File: src/rtl/poly_operand_feeder.sv
// -----------------------------------------------------------------------------
// poly_operand_feeder
//
// Streams operand A and operand B words from the shared polynomial RAM into the
// butterfly array for the two-operand modes: pointwise multiply (MULT) and
// coefficient add/sub (ADDSUB). One word is issued every P cycles (P = 4 for
// MULT, P = 2 for ADDSUB). For word k, starting at cycle s_k = 1 + k*P, where
// cycle 0 is the cycle right after the edge that accepted start:
//   s_k     : read A_k
//   s_k + 1 : read B_k, bf_pre_load (A_k on bf_in_data)
//   s_k + 2 : bf_load (B_k on bf_in_data); MULT: zeta read for P cycles
//   s_k + 3 .. s_k + 2 + P : processing window, bf_stage sequenced per cycle
//
// Ports
//   clk, rst          : clock, asynchronous active-high reset
//   start, op, sub    : run request; op 1 = MULT, 0 = ADDSUB; sub = subtract
//   busy, done        : run in progress / one-cycle completion pulse
//   mem_en, mem_addr  : polynomial RAM read port, addr = {B select, word}
//   mem_rdata         : RAM data, 1-cycle latency, holds when not enabled
//   zeta_en/addr/rdata: zeta ROM read port, same latency rules
//   bf_mode, bf_stage, bf_type, bf_pre_load, bf_load : butterfly control
//   bf_in_data        : mem_rdata pass-through
//   bf_in_coef        : zeta_rdata in MULT, zero otherwise
//
// Handshake: start is a single-cycle request with no ready; it is accepted on a
// rising edge only while the block is idle (busy = 0 and done = 0, and not in
// the cycle just before the first issue cycle) and is silently dropped at any
// other time.
// -----------------------------------------------------------------------------
module poly_operand_feeder #(
  parameter int WORDS = 32,
  parameter int AW    = 5
) (
  input  logic            clk,
  input  logic            rst,
  input  logic            start,
  input  logic            op,
  input  logic            sub,
  output logic            busy,
  output logic            done,
  output logic            mem_en,
  output logic [AW:0]     mem_addr,
  input  logic [95:0]     mem_rdata,
  output logic            zeta_en,
  output logic [AW-1:0]   zeta_addr,
  input  logic [23:0]     zeta_rdata,
  output logic [1:0]      bf_mode,
  output logic [2:0]      bf_stage,
  output logic            bf_type,
  output logic            bf_pre_load,
  output logic            bf_load,
  output logic [95:0]     bf_in_data,
  output logic [23:0]     bf_in_coef
);

  // Cycle counter width: must hold WORDS*4 + 4.
  localparam int CW = AW + 4;

  localparam logic [1:0] MODE_MULT   = 2'd2;
  localparam logic [1:0] MODE_ADDSUB = 2'd3;

  // Last busy cycle number for each mode: s_{WORDS-1} + 2 + P = WORDS*P + 3.
  localparam logic [CW-1:0] LAST_MULT   = CW'(WORDS * 4 + 3);
  localparam logic [CW-1:0] LAST_ADDSUB = CW'(WORDS * 2 + 3);
  localparam logic [CW-1:0] WORDS_C     = CW'(WORDS);

  typedef enum logic [1:0] {
    S_IDLE = 2'd0,
    S_RUN  = 2'd1,
    S_DONE = 2'd2
  } state_t;

  state_t          state_q, state_d;
  logic [CW-1:0]   cyc_q, cyc_d;        // number of the cycle currently shown
  logic            op_q, op_d;
  logic [1:0]      bf_mode_q, bf_mode_d;
  logic            bf_type_q, bf_type_d;
  logic            busy_q, busy_d;
  logic            done_q, done_d;
  logic            mem_en_q, mem_en_d;
  logic [AW:0]     mem_addr_q, mem_addr_d;
  logic            zeta_en_q, zeta_en_d;
  logic [AW-1:0]   zeta_addr_q, zeta_addr_d;
  logic [2:0]      bf_stage_q, bf_stage_d;
  logic            bf_pre_load_q, bf_pre_load_d;
  logic            bf_load_q, bf_load_d;

  // Next-cycle decode. nxt is the number of the cycle whose outputs are being
  // computed; each event is found by offsetting nxt and splitting the result
  // into a word index (divide by P) and a phase (mod P).
  logic [CW-1:0]   nxt;
  logic [CW-1:0]   last_busy;
  logic [1:0]      shamt;
  logic [1:0]      pmask;
  logic [CW-1:0]   m1, m3, m4;
  logic [CW-1:0]   k1, k3, k4;
  logic [1:0]      ph1, ph3, ph4;

  always_comb begin
    nxt       = cyc_q + CW'(1);
    last_busy = op_q ? LAST_MULT : LAST_ADDSUB;
    shamt     = op_q ? 2'd2 : 2'd1;
    pmask     = op_q ? 2'b11 : 2'b01;

    // Offset 1: operand reads (phase 0 = A, phase 1 = B + pre-load).
    m1  = nxt - CW'(1);
    k1  = m1 >> shamt;
    ph1 = m1[1:0] & pmask;
    // Offset 3: load strobe on phase 0, zeta read for the whole period.
    m3  = nxt - CW'(3);
    k3  = m3 >> shamt;
    ph3 = m3[1:0] & pmask;
    // Offset 4: processing window.
    m4  = nxt - CW'(4);
    k4  = m4 >> shamt;
    ph4 = m4[1:0] & pmask;
  end

  always_comb begin
    state_d       = state_q;
    cyc_d         = cyc_q;
    op_d          = op_q;
    bf_mode_d     = bf_mode_q;
    bf_type_d     = bf_type_q;
    busy_d        = 1'b0;
    done_d        = 1'b0;
    mem_en_d      = 1'b0;
    mem_addr_d    = '0;
    zeta_en_d     = 1'b0;
    zeta_addr_d   = '0;
    bf_stage_d    = '0;
    bf_pre_load_d = 1'b0;
    bf_load_d     = 1'b0;

    unique case (state_q)
      S_IDLE: begin
        if (start) begin
          state_d   = S_RUN;
          cyc_d     = '0;
          op_d      = op;
          bf_mode_d = op ? MODE_MULT : MODE_ADDSUB;
          bf_type_d = sub;
        end
      end

      S_RUN: begin
        cyc_d = nxt;
        if (nxt > last_busy) begin
          state_d = S_DONE;
          done_d  = 1'b1;
        end else begin
          busy_d = 1'b1;

          if (k1 < WORDS_C) begin
            if (ph1 == 2'd0) begin
              mem_en_d   = 1'b1;
              mem_addr_d = {1'b0, k1[AW-1:0]};
            end else if (ph1 == 2'd1) begin
              mem_en_d      = 1'b1;
              mem_addr_d    = {1'b1, k1[AW-1:0]};
              bf_pre_load_d = 1'b1;
            end
          end

          // The underflowed offsets (nxt < 3 or < 4) give huge indices and
          // are rejected by the explicit lower-bound checks.
          if (nxt >= CW'(3) && k3 < WORDS_C) begin
            if (ph3 == 2'd0)
              bf_load_d = 1'b1;
            if (op_q) begin
              zeta_en_d   = 1'b1;
              zeta_addr_d = k3[AW-1:0];
            end
          end

          if (nxt >= CW'(4) && k4 < WORDS_C) begin
            // MULT runs its four sub-steps rotated by two: 2, 3, 0, 1.
            bf_stage_d = op_q ? {1'b0, ph4 + 2'd2} : {2'b00, ph4};
          end
        end
      end

      S_DONE: begin
        state_d = S_IDLE;
        cyc_d   = '0;
      end

      default: begin
        state_d = S_IDLE;
        cyc_d   = '0;
      end
    endcase
  end

  always_ff @(posedge clk or posedge rst) begin
    if (rst) begin
      state_q       <= S_IDLE;
      cyc_q         <= '0;
      op_q          <= 1'b0;
      bf_mode_q     <= '0;
      bf_type_q     <= 1'b0;
      busy_q        <= 1'b0;
      done_q        <= 1'b0;
      mem_en_q      <= 1'b0;
      mem_addr_q    <= '0;
      zeta_en_q     <= 1'b0;
      zeta_addr_q   <= '0;
      bf_stage_q    <= '0;
      bf_pre_load_q <= 1'b0;
      bf_load_q     <= 1'b0;
    end else begin
      state_q       <= state_d;
      cyc_q         <= cyc_d;
      op_q          <= op_d;
      bf_mode_q     <= bf_mode_d;
      bf_type_q     <= bf_type_d;
      busy_q        <= busy_d;
      done_q        <= done_d;
      mem_en_q      <= mem_en_d;
      mem_addr_q    <= mem_addr_d;
      zeta_en_q     <= zeta_en_d;
      zeta_addr_q   <= zeta_addr_d;
      bf_stage_q    <= bf_stage_d;
      bf_pre_load_q <= bf_pre_load_d;
      bf_load_q     <= bf_load_d;
    end
  end

  assign busy        = busy_q;
  assign done        = done_q;
  assign mem_en      = mem_en_q;
  assign mem_addr    = mem_addr_q;
  assign zeta_en     = zeta_en_q;
  assign zeta_addr   = zeta_addr_q;
  assign bf_mode     = bf_mode_q;
  assign bf_stage    = bf_stage_q;
  assign bf_type     = bf_type_q;
  assign bf_pre_load = bf_pre_load_q;
  assign bf_load     = bf_load_q;

  assign bf_in_data  = mem_rdata;
  // bf_mode resets to 0 (neither mode), so the coefficient is 0 out of reset.
  assign bf_in_coef  = (bf_mode_q == MODE_MULT) ? zeta_rdata : 24'd0;

endmodule

File: config.mk
export PLATFORM = sky130hd
export DESIGN_NAME = poly_operand_feeder
export DESIGN_NICKNAME = d
export VERILOG_FILES = /design/src/rtl/poly_operand_feeder.sv
export SDC_FILE = /design/constraint.sdc
export NUM_CORES = 1
export LEC_CHECK = 0
export ABC_AREA = 1
export CAP_MARGIN = 5
export CORE_AREA = 2 2 105 107
export CTS_CLUSTER_DIAMETER = 50
export DETAILED_ROUTE_END_ITERATION = 8
export DIE_AREA = 0 0 107 109
export PLACE_DENSITY_LB_ADDON = 0.2
export SLEW_MARGIN = 20
export SYNTH_ARGS = -nofsm -noshare
export SYNTH_HDL_FRONTEND = slang
export SYNTH_SLANG_ARGS = --single-unit
File: constraint.sdc
create_clock -name clk -period 2.6 [get_ports clk]
set_clock_uncertainty 0.05 [all_clocks]
set_input_delay 0.52 -clock clk [delete_from_list [all_inputs] [get_ports clk]]
set_output_delay 0.52 -clock clk [all_outputs]
set_load 0.005 [all_outputs]
==> flow_summary_export.csv <==
group,metric,value,unit
status,status,"finished clean",
sta,final-setup-viol-count,0,
routing,wl_per_cell,14.5,um
setup_path,r2r-end,"zeta_addr[4]$_DFF_PP0_",
setup_path,worst_setup_path_endpoint,"zeta_addr[4]$_DFF_PP0_",
yosys,yosys_warnings,0,
sta,finalCriticalPeriod,2.44,ns
routing,num_vias,2227,
yosys,synth_cell_types,32,
clock_tree,cts.clk_slew.worst_paths,0.07,ns
clock_tree,ctsRootBufferMaster,"clkbuf_8",
yosys,synth_edf_count,0,
power,leakagePower,1.58,nW
yosys,synth_area_leaders,"dfrtp_1 (29%), buf_4 (26%), nand2_1 (9.3%)",
floorplanning,io_pins,268,
grt,grt_overflow,0,
setup_path,start_kind,"flop",
routing,antenna_left,0,
grt,grt_use_total,12.7,%
yosys,ys_async_sr_fraction,100,%
setup_path,cpPeakStageDelay,0.44,ns
sta,setup_tns,0,ns
setup_path,path_cells,"ha_4, nand2_4, nor2_4, nand2_1, nand2_2, nand2_4, ha_4, nand2_1, nand3b_1, nand3b_1, o21ai_4, nand2_4, nor3_1",
routing,viasPerCell,4.24,
setup_path,worstSetupPathType,"flop to flop",
placed_design,dp_slack,0.0522,ns
floorplanning,row_count,38,
power,p_total,3.19,mW
routing,first_iter_violations,149,
yosys,synth-seq-cells,33,
finish,area_growth,15.1,%
flow_run,cap_violations,0,
sta,timing.final.max_slew_violations,0,
sta,hold_violations,0,
finish,diodes,0,
setup_path,crit_cells,13,
clock_tree,h-tree-depth,2,
grt,grt_pass1_vias,2045,
yosys,syn_area,2860,sq um
clock_tree,cts.sinks,33,
setup_path,cp.arrival,2.57,ns
yosys,synthFlopType,"dfrtp_1",
yosys,syn_nets,527,
setup_path,rr_worst_depth,13,
yosys,synth_top_area_cell,"dfrtp_1",
routing,routed_wl,7640,um
grt,grt_pass1_wl,11400,um
placed_design,routabilityCongestion,0.835,
setup_path,crit_fanout,8,
setup_path,r2r_slack,0.16,ns
hold_path,worstHoldPathType,"flop to flop",
clock_tree,clk_latency,0.28,ns
yosys,synthCells,396,
setup_path,critPathLaunch,"cyc_q[1]$_DFFE_PP0P_",
finish,final_area,3290,sq um
placed_design,dp_hpwl,6120,um
sta,period_share,93.7,%
grt,grt_start_max_net_pins,34,
clock_tree,cts_tree,"built",
setup_path,slowest_stage,"dfrtp_2",
routing,dr.pass1.iters,5,
placed_design,portBuffers,74,
hold_path,min_path_cells,2,
placed_design,placed_cells,511,
setup_path,cpLargestDelayFamily,"simple AND/OR/NAND/NOR gates",
yosys,synth_top_area_share,28.9,%
floorplanning,core,10600,sq um
grt,antenna_found_initial,0,
finish,fin_nets,515,
yosys,yosysSeqAreaShare,28.9,%
clock_tree,clk_path_buf_depth,2,
finish,final_cells,525,
clock_tree,postCtsHoldBufs,0,
yosys,syn_avg_cell_area,7.22,sq um
routing,drc,0,
sta,timing.final.ws_setup,0.164,ns
power,p_per_area,968,nW/um^2
floorplanning,die_width,107,um
finish,drive_gt1_share,14.8,%
setup_path,cp.required,2.74,ns
setup_path,path_buf_inv,0,
setup_path,r2r-start,"cyc_q[1]$_DFFE_PP0P_",
floorplanning,initial_utilization,27.0,%
floorplanning,die-height,109,um
placed_design,placed_area,3050,sq um
setup_path,worst_setup_path_end_kind,"flop",
clock_tree,numCtsBuffers,5,
floorplanning,dieArea,11700,sq um
setup_path,cp_common_cell,"nand2_4",
power,ir_drop,0.000270,V
sta,max_clock_freq,410,MHz
==> flip-flops by register name (all words and copies together) (netlist names), 2 cells and up <==
| name | flops |
|---|---|
| mem_addr | 5 |
| zeta_addr | 5 |
| bf_mode | 2 |
| cyc_q | 9 |
| state_q | 2 |
| bf_stage | 2 |
==> cells in the mapped netlist (5+ instances only) <==
library cell and n:
buf_4 98, clkbuf_1 5, dfrtp_1 33, ha_1 6, inv_1 49, nand2_1 71
nand2_2 9, nand3_1 19, nor2_1 46, nor3_2 8, o21ai_0 8, o22ai_1 7
==> worst register-to-register path, delay by kind of cell (launching register included) <==
kind            cells  cell delay, ns
simple gates       10            1.26
flops               1            0.44
fa+ha+maj           2            0.45
compound gates      1            0.15
==> where the power goes <==
group | internal [mW] | switching (mW)
clock network | 0.312 | 0.192
logic | 0.845 | 1.07
registers | 0.660 | 0.101
total | 1.82 | 1.37
==> cells in the final DEF, fill, tap and decap left out, types with 7 or more instances in the layout <==
cell type,count
clkdlybuf4s50_1,74
nand3_1,19
nor3_2,8
buf_4,10
inv_1,49
o22ai_1,7
nor2_1,46
dfrtp_1,32
o21ai_0,8
nand2_2,8
nand2_1,69
==> layer usage <==
layer | vias up | wire [um] | GRT usage (%)
li1 | 1089 | - | -
met1 | 1025 | 2960 | 14.5
met2 | 79 | 3930 | 21.9
met3 | 34 | 457 | 3.17
met4 | 0 | 289 | 6.68
met5 | - | 0 | 0
==> final cells by class <==
class                           count  area, sq um
Fill cell                        1118         7310
Inverter                           54          205
Clock inverter                      1         30.0
Timing Repair Buffer               84          816
Multi-Input combinational cell    206         1150
Sequential cell                    33          827
Clock buffer                        7         86.3
Tap cell                          140          175
==> logic make-up (layout without fill, tap and decap cells) <==
logic type                 Yosys count  count (layout)  share of synthesized area (%)
and+or+nand+nor                    173             174                           29.0
other                                1               1                          0.131
buffers and inverters              158             146                           33.9
AOI/OAI and AO/OA                   22              22                           4.46
DFF                                 33              33                           28.9
adders and majority gates            6               6                           2.62
xor gates and xnor gates             3               3                          0.919
==> worst min-delay path by stage <==
stage / startpoint / to
CTS: bf_mode[1]$_DFFE_PP0P_ / bf_mode[1]$_DFFE_PP0P_
global route: bf_mode[1]$_DFFE_PP0P_ / bf_mode[1]$_DFFE_PP0P_
floorplan: bf_mode[1]$_DFFE_PP0P_ / bf_mode[1]$_DFFE_PP0P_
finish: bf_mode[1]$_DFFE_PP0P_ / bf_mode[1]$_DFFE_PP0P_
detailed placement: bf_mode[1]$_DFFE_PP0P_ / bf_mode[1]$_DFFE_PP0P_
global placement: bf_type$_DFFE_PP0P_ / bf_type$_DFFE_PP0P_
==> metrics by stage <==
stage	hold slack, ns	utilization (%)
global route	0.465	31.0
finish	0.441	31.0
floorplan	0.418	-
CTS	0.449	29.8
detailed placement	0.433	28.7
global placement	0.424	28.7
==> timing repair <==
item	in CTS	in global routing
setup buffers	0	5
setup endpoints to repair	0	17
gates resized for setup	0	14
hold endpoints to repair	0	0
Note: power is estimated with default switching activity, not from simulation.
